===== config.mk =====
export PLATFORM = sky130hd
export DESIGN_NAME = uart_tx_sequencer
export DESIGN_NICKNAME = d
export VERILOG_FILES = /design/src/rtl/uart_pkg.sv /design/src/rtl/uart_clk_div.sv /design/src/rtl/uart_tx_sequencer.sv
export SDC_FILE = /design/constraint.sdc
export NUM_CORES = 1
export LEC_CHECK = 0
export BUFFER_PORTS_ARGS = -buffer_cell sky130_fd_sc_hd__clkbuf_2
export CORE_MARGIN = 3
export CORE_UTILIZATION = 30
export CTS_BUF_LIST = sky130_fd_sc_hd__clkbuf_16
export CTS_CLUSTER_DIAMETER = 50
export DETAILED_ROUTE_END_ITERATION = 16
export GPL_ROUTABILITY_DRIVEN = 0
export GPL_TIMING_DRIVEN = 1
export PLACE_DENSITY = 0.57
export SYNTH_ARGS = -nofsm -noshare
export SYNTH_HDL_FRONTEND = slang
export SYNTH_SLANG_ARGS = --single-unit

===== constraint.sdc =====
create_clock -name clk_i -period 2 [get_ports clk_i]
set_input_delay 0.6 -clock clk_i [delete_from_list [all_inputs] [get_ports clk_i]]
set_output_delay 0.6 -clock clk_i [all_outputs]
set_load 0.02 [all_outputs]

===== src/rtl/uart_pkg.sv =====
// rtl/uart_pkg.sv - shared types and frame arithmetic for the UART transmit path (UART_TX_PARITY_EN adds the parity bit)
package uart_pkg;

  // Transmit sequencer states; PARITY is only entered when UART_TX_PARITY_EN is defined.
  typedef enum logic [2:0] {
    IDLE,
    START,
    DATA,
    PARITY,
    STOP
  } tx_state_t;

  // Default number of clk cycles per UART bit.
  localparam int unsigned DEFAULT_DIV_MAX_VAL = 16;

  // Cycles from the cycle after accept up to and including the last stop-bit cycle.
  function automatic int unsigned frame_cycles(input int unsigned div_max_val,
                                               input int unsigned data_bits,
                                               input int unsigned stop_bits,
                                               input int unsigned parity_en);
    return (1 + data_bits + parity_en + stop_bits) * div_max_val;
  endfunction

endpackage


===== src/rtl/uart_clk_div.sv =====
// rtl/uart_clk_div.sv - bit-period divider producing one mark per DivMaxVal enabled cycles
module uart_clk_div #(
  parameter int unsigned DivMaxVal  = 16,
  parameter int unsigned DivMarkPos = DivMaxVal - 1
) (
  input  logic clk_i,
  input  logic rst_n_i,
  input  logic clear_i,
  input  logic enable_i,
  output logic mark_o
);

  localparam int unsigned CntW = $clog2(DivMaxVal) + 1;
  localparam logic [CntW-1:0] CntMax  = CntW'(DivMaxVal - 1);
  localparam logic [CntW-1:0] MarkPos = CntW'(DivMarkPos);

  logic [CntW-1:0] cnt_q;

  // Free-running modulo-DivMaxVal count; clear wins so a frame starts at phase zero.
  always_ff @(posedge clk_i or negedge rst_n_i) begin
    if (!rst_n_i) begin
      cnt_q <= '0;
    end else if (clear_i) begin
      cnt_q <= '0;
    end else if (enable_i) begin
      if (cnt_q == CntMax) begin
        cnt_q <= '0;
      end else begin
        cnt_q <= cnt_q + CntW'(1);
      end
    end
  end

  // The mark is high during the last cycle of a bit so the consumer moves on the boundary edge.
  assign mark_o = enable_i & ~clear_i & (cnt_q == MarkPos);

endmodule


===== src/rtl/uart_tx_sequencer.sv =====
// rtl/uart_tx_sequencer.sv - UART frame sequencer: start, LSB-first data, optional parity (UART_TX_PARITY_EN), stop
module uart_tx_sequencer
  import uart_pkg::*;
#(
  parameter int unsigned DivMaxVal = DEFAULT_DIV_MAX_VAL,
  parameter int unsigned DataBits  = 8,
  parameter int unsigned StopBits  = 1
) (
  input  logic                clk_i,
  input  logic                rst_n_i,
  input  logic [DataBits-1:0] data_i,
  input  logic                valid_i,
`ifdef UART_TX_PARITY_EN
  input  logic                parity_odd_i,
`endif
  output logic                ready_o,
  output logic                tx_o,
  output logic                busy_o,
  output logic                done_o
);

  localparam int unsigned BitCntW = $clog2(DataBits) + 1;
  localparam logic [BitCntW-1:0] LastData = BitCntW'(DataBits - 1);
  localparam logic [BitCntW-1:0] LastStop = BitCntW'(StopBits - 1);

  tx_state_t           state_q;
  logic [DataBits-1:0] shift_q;
  logic [BitCntW-1:0]  bit_cnt_q;
  logic                tx_q;
  logic                ready_q;
  logic                busy_q;
  logic                done_q;
  logic                bit_mark;
`ifdef UART_TX_PARITY_EN
  logic                parity_q;
`endif

  uart_clk_div #(
    .DivMaxVal (DivMaxVal),
    .DivMarkPos(DivMaxVal - 1)
  ) u_clk_div (
    .clk_i   (clk_i),
    .rst_n_i (rst_n_i),
    .clear_i (state_q == IDLE),
    .enable_i(1'b1),
    .mark_o  (bit_mark)
  );

  // Frame FSM with registered line and handshake outputs; every bit change happens on a divider mark.
  always_ff @(posedge clk_i or negedge rst_n_i) begin
    if (!rst_n_i) begin
      state_q   <= IDLE;
      shift_q   <= '0;
      bit_cnt_q <= '0;
      tx_q      <= 1'b1;
      ready_q   <= 1'b1;
      busy_q    <= 1'b0;
      done_q    <= 1'b0;
`ifdef UART_TX_PARITY_EN
      parity_q  <= 1'b0;
`endif
    end else begin
      done_q <= 1'b0;
      case (state_q)
        IDLE: begin
          if (valid_i && ready_q) begin
            state_q   <= START;
            shift_q   <= data_i;
            bit_cnt_q <= '0;
            tx_q      <= 1'b0;
            ready_q   <= 1'b0;
            busy_q    <= 1'b1;
`ifdef UART_TX_PARITY_EN
            parity_q  <= (^data_i) ^ parity_odd_i;
`endif
          end
        end
        START: begin
          if (bit_mark) begin
            state_q   <= DATA;
            tx_q      <= shift_q[0];
            shift_q   <= shift_q >> 1;
            bit_cnt_q <= '0;
          end
        end
        DATA: begin
          if (bit_mark) begin
            if (bit_cnt_q == LastData) begin
              bit_cnt_q <= '0;
`ifdef UART_TX_PARITY_EN
              state_q   <= PARITY;
              tx_q      <= parity_q;
`else
              state_q   <= STOP;
              tx_q      <= 1'b1;
`endif
            end else begin
              tx_q      <= shift_q[0];
              shift_q   <= shift_q >> 1;
              bit_cnt_q <= bit_cnt_q + BitCntW'(1);
            end
          end
        end
`ifdef UART_TX_PARITY_EN
        PARITY: begin
          if (bit_mark) begin
            state_q   <= STOP;
            tx_q      <= 1'b1;
            bit_cnt_q <= '0;
          end
        end
`endif
        STOP: begin
          if (bit_mark) begin
            if (bit_cnt_q == LastStop) begin
              state_q   <= IDLE;
              bit_cnt_q <= '0;
              ready_q   <= 1'b1;
              busy_q    <= 1'b0;
              done_q    <= 1'b1;
            end else begin
              bit_cnt_q <= bit_cnt_q + BitCntW'(1);
            end
          end
        end
        default: begin
          state_q   <= IDLE;
          bit_cnt_q <= '0;
          tx_q      <= 1'b1;
          ready_q   <= 1'b1;
          busy_q    <= 1'b0;
        end
      endcase
    end
  end

  assign ready_o = ready_q;
  assign tx_o    = tx_q;
  assign busy_o  = busy_q;
  assign done_o  = done_q;

endmodule


# Yosys cells after proc, flatten, opt, wreduce, memory -nomap -nowiden
# Cells that the tools add are included.
[word_totals] register_bits=24 inputBits=11 output_inout_bits=4 word_cells=72
[op_classes] add_sub_neg=2 n_eq_ne=12 muxes=36 n_bitwise=4 n_reduce_logical=10
[op_table] cell="2-to-1 mux 8 bit" n=4
[op_table] cell="2-to-1 mux 4 bit" n=6
[op_table] cell="one-hot mux 8 bit (3 select lines)" n=1
[op_table] cell="2-to-1 mux 3 bit" n=6
[op_table] cell="one-hot mux 4 bit (4 select lines)" n=1
[op_table] cell="!= test 2 bit (second input constant)" n=7
[op_table] cell="2-to-1 mux 1 bit" n=12
[op_table] cell="one-hot mux 3 bit (4 select lines)" n=1
[op_table] cell="AND reduction 4 bit" n=3
[op_table] cell="2-to-1 mux 5 bit" n=2
[op_table] cell="one-hot mux 1 bit (3 select lines)" n=2
[op_table] cell="AND reduction 6 bit" n=1
[op_table] cell="adder 5 x 1 -> 5 bit (second input constant)" n=1
[op_table] cell="equality test 5 x 4 -> 1 bit (second input constant)" n=1
[op_table] cell="AND reduction 5 bit" n=1
[op_table] cell="adder 4 x 1 -> 4 bit (second input constant)" n=1
[op_table] cell="equality test 4 x 3 -> 1 bit (second input constant)" n=1
[op_table] cell="zero test 4 bit" n=1
[op_table] cell="one-hot mux 1 bit (4 select lines)" n=1
[op_table] cell="equality test 3 x 1 -> 1 bit (second input constant)" n=1
[op_table] cell="equality test 3 x 2 -> 1 bit (second input constant)" n=1
[op_table] cell="equality test 3 bit (second input constant)" n=1
[op_table] cell="zero test 3 bit" n=1
[op_table] cell="NOT 1 bit" n=3
[op_table] cell="4 further kinds" n=4

# Logic depth before layout (Yosys ltp)
[depth] depth_word=5 depth_mapped=7 mapped_depth_nobuf=7

# Modules after synthesis
# From an unflattened synthesis, not the netlist that was laid out.
[unflattened] cells_unflattened=131 hier_area_um2=1407.6
[by_module_without_submodules] module="uart_tx_sequencer" n_inst=1 cells_each=105 area_each_um2=1147.4 seq_area_each_um2=478.0
[by_module_without_submodules] module="uart_clk_div" n_inst=1 cells_each=26 area_each_um2=260.2 seq_area_each_um2=125.1

# Worst setup path after synthesis
# Ideal clock, no wire load.
[synth_path] path_kind="register to register" start="register bit_cnt_q[0]" end="register state_q[2]" setup_ns=0.125 arrival_ns=1.585 t_required_ns=1.875 setup_slack_ns=0.290 path_stages_with_launch=7 path_buffers=0 period_less_slack_ns=1.710 path_cell_list="dfrtp_1 -> inv_1 -> ha_1 -> or3b_1 -> a22o_2 -> nor2_2 -> mux2_4"
[synth_between] elab_chain_cells=3 word_cells_on_any_way=5 cone_classes="3 x eq/ne; 2 x reduce/logical"
[synth_lines] item="from (decl)" line="uart_tx_sequencer.sv:28" text="logic [BitCntW-1:0] bit_cnt_q;"
[synth_lines] item="from (signal assigned)" line="uart_tx_sequencer.sv:100" text="bit_cnt_q <= bit_cnt_q + BitCntW'(1);"
[synth_lines] item="from (signal assigned)" line="uart_tx_sequencer.sv:122" text="bit_cnt_q <= bit_cnt_q + BitCntW'(1);"
[synth_lines] item="equality test 4 x 3 -> 1 bit / zero test 4 bit (equally long branches)" line="uart_tx_sequencer.sv:88, uart_tx_sequencer.sv:115"
[synth_lines] item="!= test 2 bit (no line)"
[synth_lines] item="AND reduction 6 bit (no line) *"
[synth_lines] item="to (signal assigned)" line="uart_tx_sequencer.sv:80" text="state_q <= DATA;"
[synth_lines] item="to (signal assigned)" line="uart_tx_sequencer.sv:94" text="state_q <= STOP;"
[synth_lines] item="to (signal assigned)" line="uart_tx_sequencer.sv:116" text="state_q <= IDLE;"
[synth_lines] item="to (decl)" line="uart_tx_sequencer.sv:26" text="tx_state_t state_q;"
# Every way passes the cells marked *; elsewhere a longest branch is shown, timed or not.
# A chain may end at the register's enable or synchronous reset.

# Worst setup path after layout
[layout_path] start="register u_clk_div.cnt_q[0]" end="register state_q[2]"
[layout_between] elab_chain_cells=4 word_cells_on_any_way=6 cone_classes="4 x eq/ne; 1 x bitwise; 1 x reduce/logical"
[layout_lines] item="from (decl)" line="uart_clk_div.sv:17" text="logic [CntW-1:0] cnt_q;"
[layout_lines] item="from (signal assigned)" line="uart_clk_div.sv:29" text="cnt_q <= cnt_q + CntW'(1);"
[layout_lines] item="equality test 5 x 4 -> 1 bit *" line="uart_clk_div.sv:35" text="assign mark_o = enable_i & ~clear_i & (cnt_q == MarkPos);"
[layout_lines] item="AND 1 bit *" line="uart_clk_div.sv:35"
[layout_lines] item="!= test 2 bit (no line)"
[layout_lines] item="AND reduction 6 bit (no line) *"
[layout_lines] item="to (signal assigned)" line="uart_tx_sequencer.sv:52" text="state_q <= IDLE;"
[layout_lines] item="to (signal assigned)" line="uart_tx_sequencer.sv:67" text="state_q <= START;"
[layout_lines] item="to (signal assigned)" line="uart_tx_sequencer.sv:80"
# Marked as above.

==> results.toml <==
[sta]
worstMarginPinSlew_ns = 0.618
slew_violations = 0
worst_slew_margin_rel = 0.588
setup_violations = 0
min_period_over_period = 0.915
fin_setup_tns_ns = 0
period_needed_ns = 1.83
hold_viol_final = 0
rsz0062_at_grt = "false"
skew_ns = 0.00228
max_freq_ghz = 0.546

[pwr]
pwr-share-seq = 0.437
clockPowerShare = 0.270
p_int_uw = 1050
total_power_uw = 1540
p_leak_uw = 0.000736
ir_drop_mv = 0.305
sw_frac_of_total = 0.317
switchingPower_uw = 488
powerDensity_mw_per_mm2 = 986
combPwrFrac = 0.293

[drt]
drtAntennaViolNets = 0
drtIter0Drc = 51
vias_per_cell = 4.98
vias = 987
drc = 0
firstDrtPassIters = 3
post_drt_wl_per_cell_um = 12.9
totalWireLength_um = 2560

[clock_network]
insertion_delay_ns = 0.25
htree_num_levels = 1
cts_sinks = 24
cts.path.max_buffers = 2
ctsHoldBuffers = 0
post_cts_buffers = 0
cts_tree = "yes"
cts_resized = 0
numCtsBuffers = 3
clockRootBuffer = "clkbuf_16"
path_clk_slew_ns = 0.06

[floorplanning]
num_rows = 23
fp.dieW_um = 73.7
pin_count = 15
core-area_mm2 = 0.00420
dieArea_mm2 = 0.00543
initial_core_util = 0.327
die_h_um = 73.7

[finish]
diodes = 0
drive_gt1_frac = 0.291
final_cell_mix = "dfrtp_1 (22), nor2_1 (19), clkbuf_2 (14)"
syn_to_final_growth_pct = 13.7
layout.nets = 164
fin_util = 0.372
final_common_cell = "dfrtp_1"

[critical_path]
critical_path_class = "register to register"
max_stage_delay_ns = 0.37
critPathSlowestCell = "dfrtp_1"
path_delay_family = "simple AND/OR/NAND/NOR gates"
cp.arrival_ns = 1.97
critPathBufInv = 0
critPathCaptureType = "register"
cp-start-kind = "register"
required_ns = 2.14
cp_max_fo = 10
crit_chain = "ha_1 -> nand4b_4 -> a32oi_2 -> nand2_2 -> nor2_2 -> mux2_4"

[run]
cap_violations = 0

[yosys]
synth_edf_count = 0
netlist_area_mm2 = 0.00137
ys_ff_latch = 24
synthArstFlopShare = 1.00
yosysSeqAreaShare = 0.439
syn_inst = 132
syn_nets = 146
ys.warnings.count = 0
synthFlopType = "dfrtp_1"
postSynthAreaPerCell_um2 = 10.4
synth_cell_types = 39

[grt]
grt-ovfl-total = 0
antenna_found_initial = 0
grt_usage = 0.107
first_global_vias = 974
grt_max_degree = 25
grt_pass1_wl_um = 4480

[placed_design]
dp_hpwl_um = 1970
io_buffers = 14

[min_path]
hold_path.class = "input port to async pin"

[outcome]
outcome = "finished clean"
metrics by stage:
step                      cell area, um2  setup WS [ns]  instances  hold slack, ns
after global routing                1560         0.0649        198           0.406
after floorplan                     1370          0.290        132           0.304
after global placement              1490          0.238        195           0.441
final                               1560          0.170        198           0.353
after CTS                           1560          0.168        198           0.378
after detailed placement            1490          0.178        195           0.455
power groups by stage:
stage / registers (uW) / logic (uW) / clock network (uW)
after floorplan: 672 / 362 / 0
after global placement: 671 / 441 / 0
after detailed placement: 680 / 456 / 0
after CTS: 672 / 458 / 437
after global routing: 686 / 502 / 460
final: 672 / 451 / 416
cells in the mapped netlist, types with 2 or more instances:
library cell   n  area, um2
dfstp_2        2       52.6
o21ai_1        6       30.0
nand2_1        7       26.3
and3_1         2       12.5
o21ai_0        3       15.0
xor2_1         2       17.5
dfrtp_1       22        551
and2_1         2       12.5
nor2_1        19       71.3
ha_1           3       37.5
a21oi_1        8       40.0
mux2i_1        8       80.1
nor3b_2        2       25.0
inv_1          5       18.8
nand3_1        4       20.0
buf_6          2       22.5
a21oi_2        7       61.3
nand3b_1       3       22.5
nor3b_1        2       15.0
nor2_2         4       25.0
flip-flops by register name, summed over array words and instances (netlist names):
| register | cells |
|---|---|
| bit_cnt_q | 4 |
| busy_o | 1 |
| done_o | 1 |
| ready_o | 1 |
| shift_q | 8 |
| state_q | 3 |
| tx_o | 1 |
| u_clk_div.cnt_q | 5 |
area by class of cell:
type | count | area [um2]
well taps | 50 | 62.6
repair buffers | 17 | 92.6
fillers | 441 | 2640
multi-input cells | 99 | 709
flip-flops and latches | 24 | 603
inverters | 5 | 18.8
clock buffers | 3 | 75.1
kinds of logic after synthesis:
logic type,count (synthesis),share of synthesized area
buffers and inverters,9,0.0446
DFF,24,0.439
and+or+nand+nor,51,0.219
AOI/OAI and AO/OA,32,0.162
xor gates and xnor gates,4,0.0392
adders and majority gates,3,0.0273
muxes,9,0.0692
layer usage:
| metal | GRT usage | vias up | wire [um] |
|---|---|---|---|
| li1 | - | 503 | - |
| met1 | 0.139 | 470 | 1190 |
| met2 | 0.173 | 14 | 1250 |
| met3 | 0.0369 | 0 | 122 |
| met4 | 0.0181 | 0 | 0 |
| met5 | 0 | - | 0 |
final timing paths:
path,from,to,slack (ns),depth (start not counted)
worst max-delay path,u_clk_div.cnt_q[0],state_q[2],0.17,6
worst min-delay path,rst_n_i,done_o,0.35,1
worst max register to register,u_clk_div.cnt_q[0],state_q[2],0.17,6
worst min register to register,u_clk_div.cnt_q[0],u_clk_div.cnt_q[0],0.46,1
max in group asynchronous,rst_n_i,state_q[1],1.25,1
min in group clk_i,u_clk_div.cnt_q[0],u_clk_div.cnt_q[0],0.46,1
No activity file was read; power rests on OpenSTA's default activity.
